===== src/rtl/ripple_carry_pkg.sv =====
`default_nettype none
// ============================================================================
// Module      : ripple_carry_pkg
// Description : Shared definitions for the ripple_carry_12 adder slice.
//               RC_WIDTH_DEFAULT - default operand/sum width (12)
//               rc_word_t        - operand word at the default width
// Revision    : 1.0 - initial release
// ============================================================================
package ripple_carry_pkg;

    localparam int RC_WIDTH_DEFAULT = 12;

    typedef logic [RC_WIDTH_DEFAULT-1:0] rc_word_t;

endpackage : ripple_carry_pkg
`default_nettype wire


===== src/rtl/ripple_carry_12_full_adder_cell.sv =====
`default_nettype none
// ============================================================================
// Module      : full_adder_cell
// Description : One-bit full adder, purely combinational. This is the unit
//               cell of the ripple chain in ripple_carry_12.
// Ports       : a, b  - addend bits
//               ci    - carry in
//               s     - sum bit    (a ^ b ^ ci)
//               co    - carry out  (majority of a, b, ci)
// Revision    : 1.0 - initial release
// ============================================================================
module full_adder_cell (
    input  logic a,
    input  logic b,
    input  logic ci,
    output logic s,
    output logic co
);

    assign s  = a ^ b ^ ci;
    assign co = (a & b) | (a & ci) | (b & ci);

endmodule : full_adder_cell
`default_nettype wire


===== src/rtl/ripple_carry_12.sv =====
`default_nettype none
// ============================================================================
// Module      : ripple_carry_12
// Description : WIDTH-bit ripple-carry adder built from a chain of
//               full_adder_cell instances, followed by a one-cycle
//               registered output stage. {cout, s} = a + b + cin.
// Parameters  : WIDTH - operand and sum width in bits (>= 1), default 12
// Ports       : clk       - clock, rising edge
//               rst       - asynchronous reset, active high
//               in_valid  - a, b, cin valid this cycle
//               a, b      - unsigned operands [WIDTH-1:0]
//               cin       - carry into bit 0
//               s         - registered sum [WIDTH-1:0]
//               cout      - registered carry out of the MSB
//               out_valid - s/cout hold a fresh result this cycle
//               ovf       - registered two's-complement overflow
//                           (only when RIPPLE_CARRY_OVERFLOW_EN is defined)
// Config      : RIPPLE_CARRY_OVERFLOW_EN - adds the ovf output
// Revision    : 1.0 - initial release
// ============================================================================
module ripple_carry_12
    import ripple_carry_pkg::*;
#(
    parameter int WIDTH = RC_WIDTH_DEFAULT
) (
    input  logic             clk,
    input  logic             rst,
    input  logic             in_valid,
    input  logic [WIDTH-1:0] a,
    input  logic [WIDTH-1:0] b,
    input  logic             cin,
    output logic [WIDTH-1:0] s,
    output logic             cout,
`ifdef RIPPLE_CARRY_OVERFLOW_EN
    output logic             ovf,
`endif
    output logic             out_valid
);

    // ------------------------------------------------------------------
    // Combinational ripple chain: carry[i] feeds cell i, carry[WIDTH] is
    // the final carry out.
    // ------------------------------------------------------------------
    logic [WIDTH:0]   carry;
    logic [WIDTH-1:0] s_d;
    logic             cout_d;

    assign carry[0] = cin;

    for (genvar i = 0; i < WIDTH; i++) begin : g_chain
        full_adder_cell u_fa (
            .a  (a[i]),
            .b  (b[i]),
            .ci (carry[i]),
            .s  (s_d[i]),
            .co (carry[i+1])
        );
    end

    assign cout_d = carry[WIDTH];

    // ------------------------------------------------------------------
    // Output register. Data flops only load under in_valid, so operands
    // (including X) presented while in_valid=0 never reach the outputs.
    // ------------------------------------------------------------------
    logic [WIDTH-1:0] s_q;
    logic             cout_q;
    logic             out_valid_q;

    always_ff @(posedge clk or posedge rst) begin
        if (rst) begin
            s_q         <= '0;
            cout_q      <= 1'b0;
            out_valid_q <= 1'b0;
        end else begin
            out_valid_q <= in_valid;
            if (in_valid) begin
                s_q    <= s_d;
                cout_q <= cout_d;
            end
        end
    end

    assign s         = s_q;
    assign cout      = cout_q;
    assign out_valid = out_valid_q;

`ifdef RIPPLE_CARRY_OVERFLOW_EN
    // Signed overflow: carry into the MSB differs from carry out of it.
    logic ovf_d;
    logic ovf_q;

    assign ovf_d = carry[WIDTH] ^ carry[WIDTH-1];

    always_ff @(posedge clk or posedge rst) begin
        if (rst) begin
            ovf_q <= 1'b0;
        end else if (in_valid) begin
            ovf_q <= ovf_d;
        end
    end

    assign ovf = ovf_q;
`endif

endmodule : ripple_carry_12
`default_nettype wire


===== config.mk =====
export PLATFORM = sky130hd
export DESIGN_NAME = ripple_carry_12
export DESIGN_NICKNAME = d
export VERILOG_FILES = /design/src/rtl/ripple_carry_pkg.sv /design/src/rtl/ripple_carry_12_full_adder_cell.sv /design/src/rtl/ripple_carry_12.sv
export SDC_FILE = /design/constraint.sdc
export NUM_CORES = 1
export LEC_CHECK = 0
export BUFFER_PORTS_ARGS = -buffer_cell sky130_fd_sc_hd__buf_2
export CORE_ASPECT_RATIO = 0.9
export CORE_MARGIN = 1.5
export CORE_UTILIZATION = 47
export DETAILED_ROUTE_END_ITERATION = 7
export PLACE_DENSITY = 0.83
export SLEW_MARGIN = 40
export SYNTH_ARGS = -nofsm -noshare
export SYNTH_HDL_FRONTEND = slang
export SYNTH_SLANG_ARGS = --single-unit
export TNS_END_PERCENT = 50

===== constraint.sdc =====
create_clock -name clk -period 1.1 [get_ports clk]
set_input_delay 0.165 -clock clk [delete_from_list [all_inputs] [get_ports clk]]
set_output_delay 0.165 -clock clk [all_outputs]
set_load 0.01 [all_outputs]

==> metrics.cfg, run 1 <==
[outcome]
status = complete, but fails checks
violations = negative setup slack

[clocking]
worstSkewPairLatency_ns = 0.27
cts_buffers = 3
clkSinkCount = 14
clkTransAtPathRegs_ns = 0.09
h-tree-depth = 1
cts_buffer_depth = 2
root_buffer = clkbuf_4
cts_tree = done

[setup_path]
max_stage_delay_ns = 0.42
cp-start-kind = input port
cp_top_family = adder cells
cp_data_required_time_ns = 1.30
worstPathCellList = buf_8 > inv_12 > fa_2 > inv_2 > fa_2 > fa_2 > fa_2 > fa_2 > fa_2 > fa_2 > fa_2 > fa_2 > fa_2 > fa_2 > inv_2 > fa_1 > a21oi_2
r2r_cells = 1
cp_common_cell = fa_2
critical_path_class = in -> reg
r2r-end = s[4]
cp_slowest_cell = fa_1
critPathMaxFanout = 1
crit_arrival_ns = 4.64
ff2ff_setup_slack_ns = 0.33
cp-end-kind = flip-flop
timing.rr.start = s[4]
cp_num_buf_inv = 4

[synthesis]
synth-edff-count = 0
synth.distinct_cells = 9
synth_common_cells = dfrtp_1 (14), fa_1 (12), inv_1 (8)
synth_top_family_by_area = adder cells
async_reset_ff_frac = 1.000
synthesis.area_um2 = 805.8
synth.area.top_cells = dfrtp_1 (43%), fa_1 (30%), mux2_2 (8.4%)
synthSimpleGateAreaFrac = 0.01398
synth_compound_area_frac = 0.01863
netlist.top_cell.by_area = dfrtp_1
synth_seq_cells = 14
syn_nets = 92
syn_area_per_cell_um2 = 15.50
ys_seq_area_frac = 0.4348
syn-instance-count = 52
synth_top_area_frac = 0.4348
ys_warn_count = 0
synth_most_common_cell = dfrtp_1
synthXorXnorAreaFrac = 0
synthFlopType = dfrtp_1
synthMuxAreaShare = 0.1584
synthAdderAreaFrac = 0.2981

[grt]
grt_max_degree = 15
grt_pass1_wl_um = 2677
gr-usage-all-layers = 0.1943
antenna_found_initial = 0
grt_pass1_vias = 617
overflow = 0

[job]
maxCapViolations = 0

[drt]
dr.pass1.iters = 3
drt_iter0_drc = 4
drc = 0
antenna_left = 0
vias_per_cell = 4.517
drt_wl_total_um = 1566
routedWlPerCell_um = 13.05
num_vias = 542

[layout]
nets = 139
final_cell_area_um2 = 1155
fill_cells = 124
area_growth_pct = 43.32
antenna_cells = 0
fin_cells = 120
multi_input_area_um2 = 440.4
seqCellArea_um2 = 350.3
final_core_util = 0.7553
drive_gt1_frac = 0.7551

[timing]
hold_ws_ns = 0.2074
slew_viol_final = 0
setup_viol = 12
hold_viol = 0
fin_ws_ns = -3.332
fmax_mhz = 225.6
period_needed_ns = 4.432
rsz0062_at_grt = yes
timing.slew.headroom = 0.7534
min_period_over_period = 4.029
tightestPinTransition_ns = 0.3699
skew_ns = 0

[floorplanning]
die_h_um = 42.28
coreArea_um2 = 1529
rows = 13
dieWidth_um = 46.65
initial_utilization = 0.5270
dieArea_um2 = 1972
ios = 42

[min_path]
holdCritPathClass = in -> reg
hold_path_startpoint = in_valid
min_path_cells = 1
min_to = out_valid

[placed_design]
place_area_um2 = 1071
io_buffers = 41
gp_congestion = 0.7343
hpwl_um = 1261
dpl.cell_count = 115

[pwr]
powerDensity_nw_per_um2 = 1380
leakage_uw = 0.0005682
irDropWorstVdd_mv = 1.014

[worst max-delay path by stage]
stage	cells after the start	slack [ns]	end	from
3_5_place_dp	17	-3.74	s[11]	a[0]
6_report	17	-3.33	s[11]	a[0]
2_1_floorplan	16	-3.37	s[11]	a[0]
3_3_place_gp	17	-3.60	s[11]	a[0]
5_1_grt	17	-3.43	s[11]	a[0]
4_1_cts	17	-3.36	s[11]	a[0]
[power by group]
| part | switching (uW) | internal, uW | leakage [uW] | total [uW] |
|---|---|---|---|---|
| Combinational | 242 | 309 | 0.000385 | 551 |
| Sequential | 59.1 | 623 | 0.000162 | 682 |
| Clock | 160 | 201 | 0.0000210 | 361 |
[cell type report]
cell class	instances	share of cell area
Sequential cell	14	0.3034
Clock buffer	4	0.03142
Tap cell	22	0.02384
Timing Repair Buffer	44	0.2189
Inverter	8	0.04117
Multi-Input combinational cell	28	0.3814
[cell usage in the layout, fill, tap and decap left out, drive strengths merged]
cell          n
a21oi         3
buf          43
clkbuf        4
dfrtp        14
dlygate4sd3   1
fa           12
inv           8
mux2         10
nor2          3
[layer usage]
layer  routed length [um]  global-route usage  vias up
met3                  118             0.05603        0
met1                  630              0.2428      262
met2                  818              0.3333       28
met4                    0             0.03333        0
li1                     -                   -      252
met5                    0                   0        -
[state kept, by name, summed over array words and instances (netlist names)]
| name | cells |
|---|---|
| cout | 1 |
| out_valid | 1 |
| s | 12 |
[through the flow]
stage	power (uW)	setup TNS [ns]	setup WS (ns)
after CTS	1608	-21.82	-3.363
after floorplan	980.0	-22.95	-3.366
final	1594	-21.73	-3.332
after global routing	1715	-22.33	-3.431
after global placement	1180	-25.57	-3.598
after detailed placement	1211	-26.23	-3.740
[logic make-up (layout without fill, tap and decap cells)]
logic type	Yosys count	count (layout)
flip-flops	14	14
adder cells (fa/ha/maj)	12	12
AO/OA/AOI/OAI	3	3
AND/OR/NAND/NOR	3	3
buffers and inverters	10	56
multiplexers	10	10
[repair_timing]
item,in CTS,in global routing
pin swaps,3,0
resized for setup,7,3
hold endpoints to repair,14,0
endpoints found under the setup margin,12,12
hold buffers,1,0
setup buffers,0,0
(Power assumes the default switching activity.)
==> inputs of run 2 (changes only) <==
--- a/config.mk
+++ b/config.mk
@@ -6,11 +6,11 @@
 export NUM_CORES = 1
 export LEC_CHECK = 0
 export BUFFER_PORTS_ARGS = -buffer_cell sky130_fd_sc_hd__buf_2
-export CORE_ASPECT_RATIO = 0.9
 export CORE_MARGIN = 1.5
 export CORE_UTILIZATION = 47
 export DETAILED_ROUTE_END_ITERATION = 7
 export PLACE_DENSITY = 0.83
+export RECOVER_POWER = 50
 export SLEW_MARGIN = 40
 export SYNTH_ARGS = -nofsm -noshare
 export SYNTH_HDL_FRONTEND = slang
==> run 2 against run 1 <==
The run ends with design-rule violations, negative setup slack left. Sequential share of layout area increased by 0.71 points. Clock skew unchanged. Cell count decreased by 5.8%. Cell area decreased by 2.3%. Global-route usage decreased by 0.56 points. Hold slack improved by 0.10 ns. Routed wire length increased by 0.96%. Die area about the same. Utilization decreased by 3.1 points. Largest power group unchanged.
==> metrics.cfg, run 2 (synthesis gave the netlist of run 1 again) <==
[grt]
antenna_found_initial = 0
grt_pass1_vias = 639
grt_pass1_wl_um = 2553
overflow = 0
gr-usage-all-layers = 0.1886
grt_max_degree = 15

[drt]
drt_iter0_drc = 9
dr.pass1.iters = 7
drt_wl_total_um = 1581
num_vias = 549
drc = 2
routedWlPerCell_um = 13.99
vias_per_cell = 4.858
antenna_left = 0

[setup_path]
cp_data_required_time_ns = 1.31
critical_path_class = in -> reg
critPathMaxFanout = 1
cp-start-kind = input port
cp-end-kind = flip-flop
crit_arrival_ns = 4.67

[timing]
fmax_mhz = 224.3
skew_ns = 0
hold_viol = 0
fin_ws_ns = -3.357
period_needed_ns = 4.457
hold_ws_ns = 0.3123
min_period_over_period = 4.052
tightestPinTransition_ns = 0.8965
timing.slew.headroom = 0.4023
rsz0062_at_grt = yes
slew_viol_final = 0
setup_viol = 12

[placed_design]
io_buffers = 41
hpwl_um = 1321
dpl.cell_count = 108
gp_congestion = 0.6994

[clocking]
cts_buffers = 3
cts_buffer_depth = 2
root_buffer = clkbuf_4
cts_tree = done
clkTransAtPathRegs_ns = 0.08
post_cts_buffers = 0
worstSkewPairLatency_ns = 0.28
clkSinkCount = 14
h-tree-depth = 1

[pwr]
leakage_uw = 0.0005581
powerDensity_nw_per_um2 = 1410
irDropWorstVdd_mv = 0.7507
p_total_uw = 1591

[floorplanning]
ios = 42
coreArea_um2 = 1559
initial_utilization = 0.5169
dieWidth_um = 44.41
dieArea_um2 = 1972
die_h_um = 44.41
rows = 14

[layout]
antenna_cells = 0
fin_cells = 113
multi_input_area_um2 = 436.7
fill_cells = 114
nets = 138
seqCellArea_um2 = 350.3
largest_register_ffs = 12
layout_commonest_cell = buf_2
drive_gt1_frac = 0.7320
layout_common_cells = buf_2 (38), dfrtp_1 (14), fa_2 (11)
area_growth_pct = 40.06

[job]
maxCapViolations = 0

[outcome]
violations = design-rule violations, negative setup slack
status = complete, but fails checks

[min_path]
holdCritPathClass = in -> reg

[run 2: cell types whose count changed in the layout (fill, tap and decap cells not counted), sizes merged]
cell    before  now
buf         43   41
clkbuf       4    5
[run 2: metrics by stage]
stage | util | area [um2] | setup WS [ns] | setup TNS (ns)
finish | 0.7239 | 1129 | -3.357 | -21.92
CTS | 0.7223 | 1126 | -3.377 | -22.03
floorplan | - | 854.6 | -3.366 | -22.95
detailed placement | 0.6774 | 1056 | -3.723 | -26.34
global placement | 0.6774 | 1056 | -3.625 | -25.73
global route | 0.7239 | 1129 | -3.454 | -22.59
[run 2: layout make-up]
| cell class | instances | share of cell area |
|---|---|---|
| well taps | 16 | 0.01774 |
| multi-input cells | 28 | 0.3869 |
| clock buffers | 4 | 0.03215 |
| flip-flops and latches | 14 | 0.3104 |
| inverters | 8 | 0.04213 |
| repair buffers | 43 | 0.2106 |
[run 2: layer usage]
layer,share of wire,GRT usage,up-vias
met3,0.071,0.06122,4
met5,0,0,-
li1,-,-,254
met2,0.52,0.3529,30
met4,0.012,0.07273,0
met1,0.40,0.1917,261
[run 2: final timing paths]
| path | start | end | slack [ns] | depth (start not counted) |
|---|---|---|---|---|
| worst max-delay path | a[0] | s[11] | -3.36 | 17 |
| min in group asynchronous | rst | s[0] | 0.47 | 3 |
| worst min register to register | s[1] | s[1] | 0.51 | 1 |
| worst max register to register | s[3] | s[3] | 0.33 | 1 |
| worst min-delay path | b[11] | s[11] | 0.31 | 4 |
| max in group asynchronous | rst | s[11] | 0.28 | 3 |
[run 2: power breakdown]
part | leakage, uW | total, uW | switching, uW | internal (uW)
logic | 0.000375 | 546 | 242 | 304
registers | 0.000162 | 680 | 56.4 | 623
clock network | 0.0000210 | 365 | 164 | 201
total | 0.000558 | 1590 | 462 | 1130
[run 2: repair_timing]
| item | CTS | global route |
|---|---|---|
| setup endpoints to repair | 12 | 12 |
| gates cloned | 0 | 0 |
| pin swaps | 0 | 0 |
| gates resized for setup | 7 | 1 |
| endpoints found under the hold margin | 14 | 0 |
| hold buffers | 1 | 0 |
[run 2: worst max-delay path: stages]
cell	delay, ns
buf_8	0.11
inv_12	0.04
fa_2	0.18
inv_2	0.04
fa_2	0.34
fa_2	0.37
fa_2	0.35
fa_2	0.35
fa_2	0.35
fa_2	0.35
fa_2	0.35
fa_2	0.36
fa_2	0.35
fa_2	0.34
inv_2	0.07
fa_1	0.41
a21oi_1	0.14
